==> config.mk <==
export PLATFORM = sky130hd
export DESIGN_NAME = id_ex_pipe_reg_flat
export DESIGN_NICKNAME = d
export VERILOG_FILES = /design/src/rtl/id_ex_pipe_reg_if.sv /design/src/rtl/id_ex_pipe_reg.sv /design/src/flat_wrapper.sv
export SDC_FILE = /design/constraint.sdc
export NUM_CORES = 1
export LEC_CHECK = 0
export CAP_MARGIN = 10
export CORE_MARGIN = 10
export CORE_UTILIZATION = 42
export CTS_CLUSTER_SIZE = 16
export DETAILED_ROUTE_END_ITERATION = 10
export GPL_TIMING_DRIVEN = 0
export PLACE_DENSITY_LB_ADDON = 0.15
export SYNTH_ARGS = -nofsm -noshare
export SYNTH_HDL_FRONTEND = slang
export SYNTH_SLANG_ARGS = --single-unit
==> constraint.sdc <==
create_clock -name CLK -period 2.41 [get_ports CLK]
set_input_delay 0.241 -clock CLK [delete_from_list [all_inputs] [get_ports CLK]]
set_output_delay 0.241 -clock CLK [all_outputs]
set_load 0.1 [all_outputs]
==> src/rtl/id_ex_pipe_reg_if.sv <==
// ID/EX stage bundle: decode-side fields in, registered EX-side fields and stall out.
// master drives decode fields and stage controls; slave is the pipeline register.
interface id_ex_pipe_reg_if #(
    parameter int XLEN   = 32,
    parameter int CTRL_W = 8,
    parameter int CNT_W  = 16
);
    logic              id_valid;
    logic [XLEN-1:0]   id_pc;
    logic [XLEN-1:0]   id_rs1_data;
    logic [XLEN-1:0]   id_rs2_data;
    logic [XLEN-1:0]   id_imm;
    logic [31:0]       id_instr;
    logic [CTRL_W-1:0] id_ctrl;
    logic              ex_stall;
    logic              flush;

    logic              id_stall;
    logic              ex_valid;
    logic [XLEN-1:0]   ex_pc;
    logic [XLEN-1:0]   ex_rs1_data;
    logic [XLEN-1:0]   ex_rs2_data;
    logic [XLEN-1:0]   ex_imm;
    logic [31:0]       ex_instr;
    logic [4:0]        ex_rd;
    logic [2:0]        ex_funct3;
    logic              ex_funct7b5;
    logic [CTRL_W-1:0] ex_ctrl;
    logic [CNT_W-1:0]  bubble_cnt;

    modport master (
        output id_valid, id_pc, id_rs1_data, id_rs2_data, id_imm, id_instr, id_ctrl,
        output ex_stall, flush,
        input  id_stall, ex_valid, ex_pc, ex_rs1_data, ex_rs2_data, ex_imm, ex_instr,
        input  ex_rd, ex_funct3, ex_funct7b5, ex_ctrl, bubble_cnt
    );

    modport slave (
        input  id_valid, id_pc, id_rs1_data, id_rs2_data, id_imm, id_instr, id_ctrl,
        input  ex_stall, flush,
        output id_stall, ex_valid, ex_pc, ex_rs1_data, ex_rs2_data, ex_imm, ex_instr,
        output ex_rd, ex_funct3, ex_funct7b5, ex_ctrl, bubble_cnt
    );
endinterface

==> src/rtl/id_ex_pipe_reg.sv <==
// ID/EX pipeline register with stall hold, branch flush and load-use bubble insertion.
// The interface instance must be built with the same XLEN/CTRL_W/CNT_W as this module.
module id_ex_pipe_reg #(
    parameter int          XLEN        = 32,
    parameter int          CTRL_W      = 8,
    parameter int          MEMREAD_BIT = 0,
    parameter int          CNT_W       = 16,
    parameter logic [31:0] NOP_INSTR   = 32'h0000_0013
) (
    input  logic              CLK,
    input  logic              RST_n,
    id_ex_pipe_reg_if.slave   bus
);
    localparam logic [CNT_W-1:0] CNT_ONE = {{(CNT_W-1){1'b0}}, 1'b1};
    localparam logic [CNT_W-1:0] CNT_MAX = {CNT_W{1'b1}};

    logic              r_ex_valid;
    logic [XLEN-1:0]   r_ex_pc;
    logic [XLEN-1:0]   r_ex_rs1_data;
    logic [XLEN-1:0]   r_ex_rs2_data;
    logic [XLEN-1:0]   r_ex_imm;
    logic [31:0]       r_ex_instr;
    logic [CTRL_W-1:0] r_ex_ctrl;
    logic [CNT_W-1:0]  r_bubble_cnt;

    logic [4:0]        w_ex_rd;
    logic              w_src_match;
    logic              w_hazard;

    assign w_ex_rd = r_ex_instr[11:7];

    // Both source fields are compared whatever the format; a false hit only costs a bubble.
    assign w_src_match = (w_ex_rd == bus.id_instr[19:15]) | (w_ex_rd == bus.id_instr[24:20]);
    assign w_hazard    = r_ex_valid & r_ex_ctrl[MEMREAD_BIT] & (w_ex_rd != 5'd0)
                       & bus.id_valid & w_src_match;

    assign bus.id_stall = ~bus.flush & (bus.ex_stall | w_hazard);

    always_ff @(posedge CLK or negedge RST_n) begin
        if (!RST_n) begin
            r_ex_valid    <= 1'b0;
            r_ex_pc       <= '0;
            r_ex_rs1_data <= '0;
            r_ex_rs2_data <= '0;
            r_ex_imm      <= '0;
            r_ex_instr    <= NOP_INSTR;
            r_ex_ctrl     <= '0;
            r_bubble_cnt  <= '0;
        end else if (bus.flush || (!bus.ex_stall && w_hazard)) begin
            r_ex_valid    <= 1'b0;
            r_ex_pc       <= '0;
            r_ex_rs1_data <= '0;
            r_ex_rs2_data <= '0;
            r_ex_imm      <= '0;
            r_ex_instr    <= NOP_INSTR;
            r_ex_ctrl     <= '0;
            // Only a load-use bubble is counted; a flush leaves the counter alone.
            if (!bus.flush && (r_bubble_cnt != CNT_MAX)) begin
                r_bubble_cnt <= r_bubble_cnt + CNT_ONE;
            end
        end else if (!bus.ex_stall) begin
            r_ex_valid    <= bus.id_valid;
            r_ex_pc       <= bus.id_pc;
            r_ex_rs1_data <= bus.id_rs1_data;
            r_ex_rs2_data <= bus.id_rs2_data;
            r_ex_imm      <= bus.id_imm;
            r_ex_instr    <= bus.id_instr;
            r_ex_ctrl     <= bus.id_valid ? bus.id_ctrl : '0;
        end
    end

    assign bus.ex_valid    = r_ex_valid;
    assign bus.ex_pc       = r_ex_pc;
    assign bus.ex_rs1_data = r_ex_rs1_data;
    assign bus.ex_rs2_data = r_ex_rs2_data;
    assign bus.ex_imm      = r_ex_imm;
    assign bus.ex_instr    = r_ex_instr;
    assign bus.ex_rd       = w_ex_rd;
    assign bus.ex_funct3   = r_ex_instr[14:12];
    assign bus.ex_funct7b5 = r_ex_instr[30];
    assign bus.ex_ctrl     = r_ex_ctrl;
    assign bus.bubble_cnt  = r_bubble_cnt;
endmodule

==> src/flat_wrapper.sv <==
// flat-port wrapper written by rule: the top's interface ports become plain ports
module id_ex_pipe_reg_flat 
#(
    parameter int          XLEN        = 32,
    parameter int          CTRL_W      = 8,
    parameter int          MEMREAD_BIT = 0,
    parameter int          CNT_W       = 16,
    parameter logic [31:0] NOP_INSTR   = 32'h0000_0013
)
  (CLK, RST_n, bus_id_valid, bus_id_pc, bus_id_rs1_data, bus_id_rs2_data, bus_id_imm, bus_id_instr, bus_id_ctrl, bus_ex_stall, bus_flush, bus_id_stall, bus_ex_valid, bus_ex_pc, bus_ex_rs1_data, bus_ex_rs2_data, bus_ex_imm, bus_ex_instr, bus_ex_rd, bus_ex_funct3, bus_ex_funct7b5, bus_ex_ctrl, bus_bubble_cnt);
  id_ex_pipe_reg_if #(.XLEN(XLEN), .CTRL_W(CTRL_W), .CNT_W(CNT_W)) bus_i ();
  input  logic CLK;
  input  logic RST_n;
  input wire logic [$bits(bus_i.id_valid)-1:0] bus_id_valid;
  input wire logic [$bits(bus_i.id_pc)-1:0] bus_id_pc;
  input wire logic [$bits(bus_i.id_rs1_data)-1:0] bus_id_rs1_data;
  input wire logic [$bits(bus_i.id_rs2_data)-1:0] bus_id_rs2_data;
  input wire logic [$bits(bus_i.id_imm)-1:0] bus_id_imm;
  input wire logic [$bits(bus_i.id_instr)-1:0] bus_id_instr;
  input wire logic [$bits(bus_i.id_ctrl)-1:0] bus_id_ctrl;
  input wire logic [$bits(bus_i.ex_stall)-1:0] bus_ex_stall;
  input wire logic [$bits(bus_i.flush)-1:0] bus_flush;
  output wire logic [$bits(bus_i.id_stall)-1:0] bus_id_stall;
  output wire logic [$bits(bus_i.ex_valid)-1:0] bus_ex_valid;
  output wire logic [$bits(bus_i.ex_pc)-1:0] bus_ex_pc;
  output wire logic [$bits(bus_i.ex_rs1_data)-1:0] bus_ex_rs1_data;
  output wire logic [$bits(bus_i.ex_rs2_data)-1:0] bus_ex_rs2_data;
  output wire logic [$bits(bus_i.ex_imm)-1:0] bus_ex_imm;
  output wire logic [$bits(bus_i.ex_instr)-1:0] bus_ex_instr;
  output wire logic [$bits(bus_i.ex_rd)-1:0] bus_ex_rd;
  output wire logic [$bits(bus_i.ex_funct3)-1:0] bus_ex_funct3;
  output wire logic [$bits(bus_i.ex_funct7b5)-1:0] bus_ex_funct7b5;
  output wire logic [$bits(bus_i.ex_ctrl)-1:0] bus_ex_ctrl;
  output wire logic [$bits(bus_i.bubble_cnt)-1:0] bus_bubble_cnt;
  assign bus_i.id_valid = bus_id_valid;
  assign bus_i.id_pc = bus_id_pc;
  assign bus_i.id_rs1_data = bus_id_rs1_data;
  assign bus_i.id_rs2_data = bus_id_rs2_data;
  assign bus_i.id_imm = bus_id_imm;
  assign bus_i.id_instr = bus_id_instr;
  assign bus_i.id_ctrl = bus_id_ctrl;
  assign bus_i.ex_stall = bus_ex_stall;
  assign bus_i.flush = bus_flush;
  assign bus_id_stall = bus_i.id_stall;
  assign bus_ex_valid = bus_i.ex_valid;
  assign bus_ex_pc = bus_i.ex_pc;
  assign bus_ex_rs1_data = bus_i.ex_rs1_data;
  assign bus_ex_rs2_data = bus_i.ex_rs2_data;
  assign bus_ex_imm = bus_i.ex_imm;
  assign bus_ex_instr = bus_i.ex_instr;
  assign bus_ex_rd = bus_i.ex_rd;
  assign bus_ex_funct3 = bus_i.ex_funct3;
  assign bus_ex_funct7b5 = bus_i.ex_funct7b5;
  assign bus_ex_ctrl = bus_i.ex_ctrl;
  assign bus_bubble_cnt = bus_i.bubble_cnt;
  id_ex_pipe_reg #(.XLEN(XLEN), .CTRL_W(CTRL_W), .MEMREAD_BIT(MEMREAD_BIT), .CNT_W(CNT_W), .NOP_INSTR(NOP_INSTR)) u_core (.CLK(CLK), .RST_n(RST_n), .bus(bus_i));
endmodule
==> flow_metrics.tcl, run 1 <==
set metrics [dict create \
    path_max_fanout 6 \
    min_to "u_core.bus.ex_imm[8]$_DFFE_PN0P_" \
    min_from "bus_id_imm[8]" \
    rsz0062_at_grt "false" \
    drive_gt1_frac 0.0730 \
    drc 0 \
    worstPathRequired_ns 2.17 \
    design_area_mm2 0.0126 \
    h-tree-depth 4 \
    clk_pin_slew_ns 0.07 \
    run_status "complete, no violations" \
    fin_cells 1481 \
    fill_cells 1564 \
    routed_wl_mm 30.0 \
    grt_overflow 0 \
    die_area_mm2 0.0248 \
    vias 7840 \
    routedWlPerCell_um 20.3 \
    drt_iter0_markers 550 \
    min_period_over_period 0.979 \
    floorplan.initialDensity 0.426 \
    avgSynthCellArea_um2 9.32 \
    port_buffers 366 \
    hold_viol 0 \
    cts_tree "yes" \
    reg2reg_depth 8 \
    worst-r2r-setup-slack_ns 0.47 \
    drt_pass1_iterations 5 \
    slew_headroom 0.270 \
    grt_max_degree 95 \
    worstSkewPairLatency_ns 0.43 \
    hold_depth 3 \
    via_per_inst 5.29 \
    syn_to_final_growth_pct 58.7 \
    drv_cap 0 \
    cp-start-kind "flop" \
    coreArea_mm2 0.0186 \
    ys_seq_elements 185 \
    grt_usage 0.236 \
    synth_cells 851 \
    die_x_um 157 \
    chipHeight_um 157 \
    rows 50 \
    whs_ns 0.369 \
    p_per_area_mw_per_mm2 679 \
    grt_pass1_wl_mm 45.3 \
    grt_pass1_vias 7843 \
    critPathArrivalTime_ns 2.12 \
    ant_nets 0 \
    power.leakage_nw 5.26 \
    period_needed_ns 2.36 \
    worst_clock_skew_ns 0.0111 \
    irDropWorstVdd_mv 0.481 \
    setup_slack_ns 0.0513 \
    ys.warnings.count 0 \
    final_nets 1410 \
    antenna_found_initial 2 \
    endpoint_kind "output port" \
    netlist_area_mm2 0.00793 \
    hold_path.class "in2reg" \
    cts_root_buf "clkbuf_16" \
    dpl.hpwl_mm 22.7 \
    final_max_slew_viol_count 0 \
    crit_type "reg2out" \
    fmax_ghz 0.424 \
    tightestPinTransition_ns 1.09 \
    r2r-end "u_core.bus.ex_ctrl[6]$_DFFE_PN0P_" \
    clock_sinks 185 \
    preCtsSetupSlack_ns -0.969 \
    setup_viol 0 \
    r2r-start "u_core.bus.ex_instr[7]$_DFFE_PN0P_" \
    synth_cell_type_count 37 \
    ys_seq_area_frac 0.584 \
    io_pins 368 \
    cts.path.max_buffers 2 \
    syn_nets 1025 \
    dp.cells 1452 \
    gp_congestion 0.840 \
    cts_buffers 17 \
    dpl_cell_area_mm2 0.0120 \
]
## report_power, final
group          total (mW)  leakage (nW)  switching, mW  internal, mW
Sequential           3.34          2.45         0.0890          3.25
Combinational        2.28          2.52           1.63         0.648
Clock                2.94         0.293           1.18          1.76
Total                8.56          5.26           2.90          5.66
## metrics by stage
step	TNS (ns)	total power [mW]	util
after floorplan	-0.00398	4.85	-
after global placement	-1279.55	5.66	0.639
after detailed placement	-11.44	5.68	0.641
after CTS	0	8.61	0.675
after global routing	0	8.84	0.675
final	0	8.56	0.675
## cell families after synthesis
kind of cell | after synthesis | share of synthesized area
AOI/OAI and AO/OA | 173 | 0.115
xor gates and xnor gates | 24 | 0.0265
adders and majority gates | 1 | 0.00158
buffers and inverters | 89 | 0.0495
DFF | 185 | 0.584
muxes | 2 | 0.00284
and+or+nand+nor | 377 | 0.220
## registers in the layout, indices dropped and copies added (netlist names)
name,count
u_core.bus.ex_rs2_data,32
u_core.bus.ex_rs1_data,32
u_core.bus.ex_pc,32
u_core.bus.ex_valid,1
u_core.bus.bubble_cnt,16
u_core.bus.ex_instr,32
u_core.bus.ex_ctrl,8
u_core.bus.ex_imm,32
## critical path: stages (launching register included)
cell and delay (ns):
dfrtp_2 0.43, buf_4 0.13, clkdlybuf4s50_1 1.13
## cell type report
type	count	area, um2	area share
Antenna cell	1	2.50	0.000199
Clock inverter	6	114	0.00904
Inverter	2	7.51	0.000596
Timing Repair Buffer	368	3720	0.295
Multi-Input combinational cell	577	2920	0.232
Buffer	85	383	0.0304
Tap cell	234	293	0.0233
Sequential cell	185	4650	0.369
Clock buffer	23	498	0.0395
## cells in the mapped netlist (all sizes together)
| library cell | instances | area, um2 |
|---|---|---|
| and3 | 4 | 25.0 |
| a2bb2oi | 3 | 26.3 |
| nand4b | 4 | 35.0 |
| nor4bb | 1 | 16.3 |
| a22oi | 1 | 7.51 |
| nand2b | 1 | 8.76 |
| mux2 | 2 | 22.5 |
| o21a | 1 | 8.76 |
| xnor2 | 14 | 123 |
| dfstp | 3 | 78.8 |
| xor2 | 10 | 87.6 |
| a32oi | 7 | 61.3 |
| a21oi | 160 | 801 |
| o21ai | 1 | 8.76 |
| nor2b | 1 | 6.26 |
| nand3b | 2 | 15.0 |
| ha | 1 | 12.5 |
| dfrtp | 182 | 4550 |
| buf | 34 | 186 |
| or2 | 3 | 18.8 |
| inv | 2 | 7.50 |
| nor2 | 15 | 56.3 |
| and2 | 1 | 6.26 |
| nand4 | 4 | 31.3 |
| and4 | 1 | 8.76 |
| nand2 | 164 | 616 |
| nor3 | 10 | 55.1 |
| nor4 | 1 | 21.3 |
| nand3 | 164 | 821 |
| clkbuf | 53 | 199 |
| or3b | 1 | 8.76 |
## metal layers
metal | GRT usage | wire, um | up-vias | part of all wire
met3 | 0.0898 | 2840 | 48 | 0.095
met5 | 0 | 17 | - | 0.00057
met1 | 0.271 | 11600 | 3819 | 0.39
met2 | 0.389 | 14700 | 289 | 0.49
met4 | 0.0931 | 863 | 2 | 0.029
li1 | - | - | 3682 | -
## cells in the final DEF, fill, tap and decap left out, types with 3 or more instances in the layout
cell type          n
buf_4              9
buf_1              5
clkdlybuf4s50_1  360
nor2_1            15
xor2_1            10
buf_2             18
dfstp_2            3
nand4b_1           4
nand2_1          164
clkbuf_1          53
nand3_1          164
xnor2_1           14
clkbuf_16         17
bufinv_16          3
nor3_1             8
a32oi_1            7
dfrtp_1          167
nand4_1            3
clkbuf_8           5
dfrtp_2           15
a2bb2oi_1          3
and3_1             4
or2_2              3
a21oi_1          159
## worst max path at each step
stage,from,endpoint,cells after the start
after floorplan,u_core.bus.ex_instr[11]$_DFFE_PN0P_,bus_id_stall,7
after global placement,RST_n,u_core.bus.ex_ctrl[0]$_DFFE_PN0P_,1
after detailed placement,bus_id_instr[24],bus_id_stall,9
after CTS,u_core.bus.ex_instr[4]$_DFFE_PN1P_,bus_ex_instr[4],1
after global routing,u_core.bus.ex_instr[10]$_DFFE_PN0P_,bus_ex_rd[3],2
final,u_core.bus.ex_instr[10]$_DFFE_PN0P_,bus_ex_rd[3],2
## what timing repair did
item | 4_1_cts | 5_1_grt
pin swaps | 0 | 0
resized for setup | 13 | 3
hold buffers | 1 | 0
setup endpoints to repair | 3 | 3
setup buffers | 0 | 0
endpoints found under the hold margin | 93 | 0
Power figures use the tool's default switching activity.
==> run 2: changes to the inputs <==
HOLD_SLACK_MARGIN = 0.05   (was not set)
==> results of run 2 <==
Same layout as run 1: the final DEF is identical, and so are final timing and power.
==> variant: new RTL, flow settings as in run 1 <==
`CNT_W` is set to 16 in 3 places; all go to 32.
--- a/src/rtl/id_ex_pipe_reg_if.sv
+++ b/src/rtl/id_ex_pipe_reg_if.sv
@@ -4,5 +4,5 @@
     parameter int XLEN   = 32,
     parameter int CTRL_W = 8,
-    parameter int CNT_W  = 16
+    parameter int CNT_W  = 32
 );
     logic              id_valid;
--- a/src/rtl/id_ex_pipe_reg.sv
+++ b/src/rtl/id_ex_pipe_reg.sv
@@ -5,5 +5,5 @@
     parameter int          CTRL_W      = 8,
     parameter int          MEMREAD_BIT = 0,
-    parameter int          CNT_W       = 16,
+    parameter int          CNT_W       = 32,
     parameter logic [31:0] NOP_INSTR   = 32'h0000_0013
 ) (
--- a/src/flat_wrapper.sv
+++ b/src/flat_wrapper.sv
@@ -5,5 +5,5 @@
     parameter int          CTRL_W      = 8,
     parameter int          MEMREAD_BIT = 0,
-    parameter int          CNT_W       = 16,
+    parameter int          CNT_W       = 32,
     parameter logic [31:0] NOP_INSTR   = 32'h0000_0013
 )
Interface: changed (resized bus_bubble_cnt); port bits go from 368 to 384. The function was not compared with the original's and may differ.
==> variant against run 1 <==
- final area is 1.4% higher
- sequential cell count up 16
- synthesized area is 2.3% lower
- worst setup slack lost 0.0030 ns
- clock power rose by 20%
- first-iteration DRC count down 48%
- total power up 11%
- wire length shrank 5.6%
- largest power group unchanged
- die area is 2.0% lower
- final cell count shrank 18%
- core utilization up 3.0 points
- fmax fell by 0.13%
- critical endpoint is now bus_bubble_cnt[25]
==> variant: results (changes against run 1) <==
CTS buffer count: 23 (+6)
H-tree depth: 1 (-3)
CP peak stage delay: 1.19 ns (+0.06 ns)
placed cells: 1175 (-19%)
worst slew pin tran: 1.11 ns (+0.0219 ns)
Post-Route Skew: 0.0105 ns (-0.000671 ns)
FILL cells: 1356 (-13%)
status: completed
synth unique cells: 36 (-2.7%)
via/cell ratio: 5.24 (-1.1%)
worst vdd ir: 0.000423 V (-12%)
IO buf count: 382 (+4.4%)
leakage power: 5.74 nW (+9.2%)
GRT Overall Usage: 22.4% (-1.1 points)
setup slack, reg-to-reg: 0.18 ns (-0.29 ns)
Hold Path Stages: 2 (-1)
initial drt markers: 285 (-48%)
Pre-antenna DRT Iters: 4 (-1)
first-pass GRT wire length: 42.6 mm (-5.9%)
Synth top cells by count: 198 x dfrtp_1, 158 x a22o_1, 26 x xnor2_1, 24 x clkbuf_1, 19 x nand2_1
register area share after synthesis: 65.0% (+6.6 points)
Internal: 6.40 mW (+13%)
largest net degree at the start of global routing: 104 (+9.5%)
Final nets: 1146 (-19%)
routability cong.: 0.806 (-4.1%)
Placement Cell Area: 0.0119 mm^2 (about the same)
Clk power: 3.54 mW (+20%)
CTS Buffer Depth: 3 (+1)
reg2reg end: u_core.bus.ex_rs2_data[0]$_DFFE_PN0P_
worst skew pair latency: 0.50 ns (+0.07 ns)
vias in the first global route: 6884 (-12%)
syn avg cell area: 13.8 um^2 (+48%)
routed vias: 6378 (-19%)
Comb pwr share: 24.3% (-2.3 points)
placed wire-length estimate: 21.9 mm (-3.3%)
Worst Hold End: u_core.bus.ex_valid$_DFFE_PN0P_
fraction of layout cells with a size suffix above 1: 11.7% (+4.3 points)
R2R Path Start: u_core.bus.ex_instr[9]$_DFFE_PN0P_
Synth area leaders: dfrtp_1 64%, a22o_1 18%, xnor2_1 2.9%, xor2_1 1.7%, clkbuf_1 1.2%
crit-path max FO: 5 (-1)
variant: cell types whose count changed in the layout (fill, tap and decap cells not counted), moves of 7 or more:
cell / before / now
clkbuf_1: 53 / 30
nand3_1: 164 / 11
nand2_1: 164 / 19
inv_1: 1 / 9
a32o_1: 0 / 8
dlygate4sd2_1: 2 / 10
dfrtp_2: 15 / 31
xnor2_1: 14 / 25
a22o_1: 0 / 158
a32oi_1: 7 / 0
a21oi_1: 159 / 4
variant: timing repair:
action | CTS | global route
resized for setup | 19 | 10
setup buffers | 0 | 1
hold endpoints to repair | 99 | 0
hold buffers | 1 | 0
endpoints found under the setup margin | 118 | 159
pin swaps | 0 | 1
variant: metrics by stage:
stage          TNS [ns]  util (%)  power, mW  setup WS [ns]
6_report              0      70.6       9.49         0.0483
5_1_grt         -0.0158      70.6       9.80        -0.0158
4_1_cts               0      70.3       9.57        0.00251
3_5_place_dp     -46.82      66.0       6.01         -0.704
3_3_place_gp   -1546.72      65.8       5.99          -8.16
2_1_floorplan         0         -       5.16         0.0212
variant: area by class of cell:
type,count,area (um^2),share of cell area [%]
clock buffers,34,657,5.15
diodes,2,5.00,0.0392
repair buffers,385,3880,30.4
well taps,229,287,2.25
inverters,9,33.8,0.265
plain buffers,46,226,1.77
multi-input cells,306,2490,19.5
clock inverters,6,109,0.853
flip-flops and latches,201,5070,39.7
variant: worst register-to-register path, stage by stage, from the launching register on:
cell,delay (ns)
dfrtp_2,0.47
xnor2_1,0.19
nand3_1,0.15
o22ai_4,0.23
nand2_1,0.14
and2_2,0.28
buf_2,0.23
buf_2,0.22
a22o_1,0.21
variant: logic make-up after synthesis:
logic type	Yosys count	synth area share [%]
adders and majority gates	1	0.161
and+or+nand+nor	90	7.22
AOI/OAI and AO/OA	173	19.5
buffers and inverters	56	3.41
DFF	201	65.0
xor gates and xnor gates	41	4.63
muxes	1	0.145
variant: worst max-delay path by stage:
stage	from	end	slack (ns)	cells after the start
5_1_grt	u_core.bus.ex_instr[9]$_DFFE_PN0P_	bus_id_stall	-0.02	6
2_1_floorplan	u_core.bus.bubble_cnt[19]$_DFFE_PN0P_	u_core.bus.bubble_cnt[22]$_DFFE_PN0P_	0.02	6
3_3_place_gp	RST_n	u_core.bus.ex_instr[9]$_DFFE_PN0P_	-8.16	1
4_1_cts	u_core.bus.ex_instr[7]$_DFFE_PN0P_	u_core.bus.ex_instr[16]$_DFFE_PN0P_	0.003	7
6_report	u_core.bus.bubble_cnt[25]$_DFFE_PN0P_	bus_bubble_cnt[25]	0.05	1
3_5_place_dp	bus_id_instr[15]	bus_id_stall	-0.70	7
variant: routing by layer:
metal  GRT usage [%]  up-vias  share of wire [%]
li1                -     2913                  -
met1            25.0     3178                 37
met2            38.3      251                 50
met3            9.79       36                 11
met4            6.25        0                1.9
met5               0        -                  0
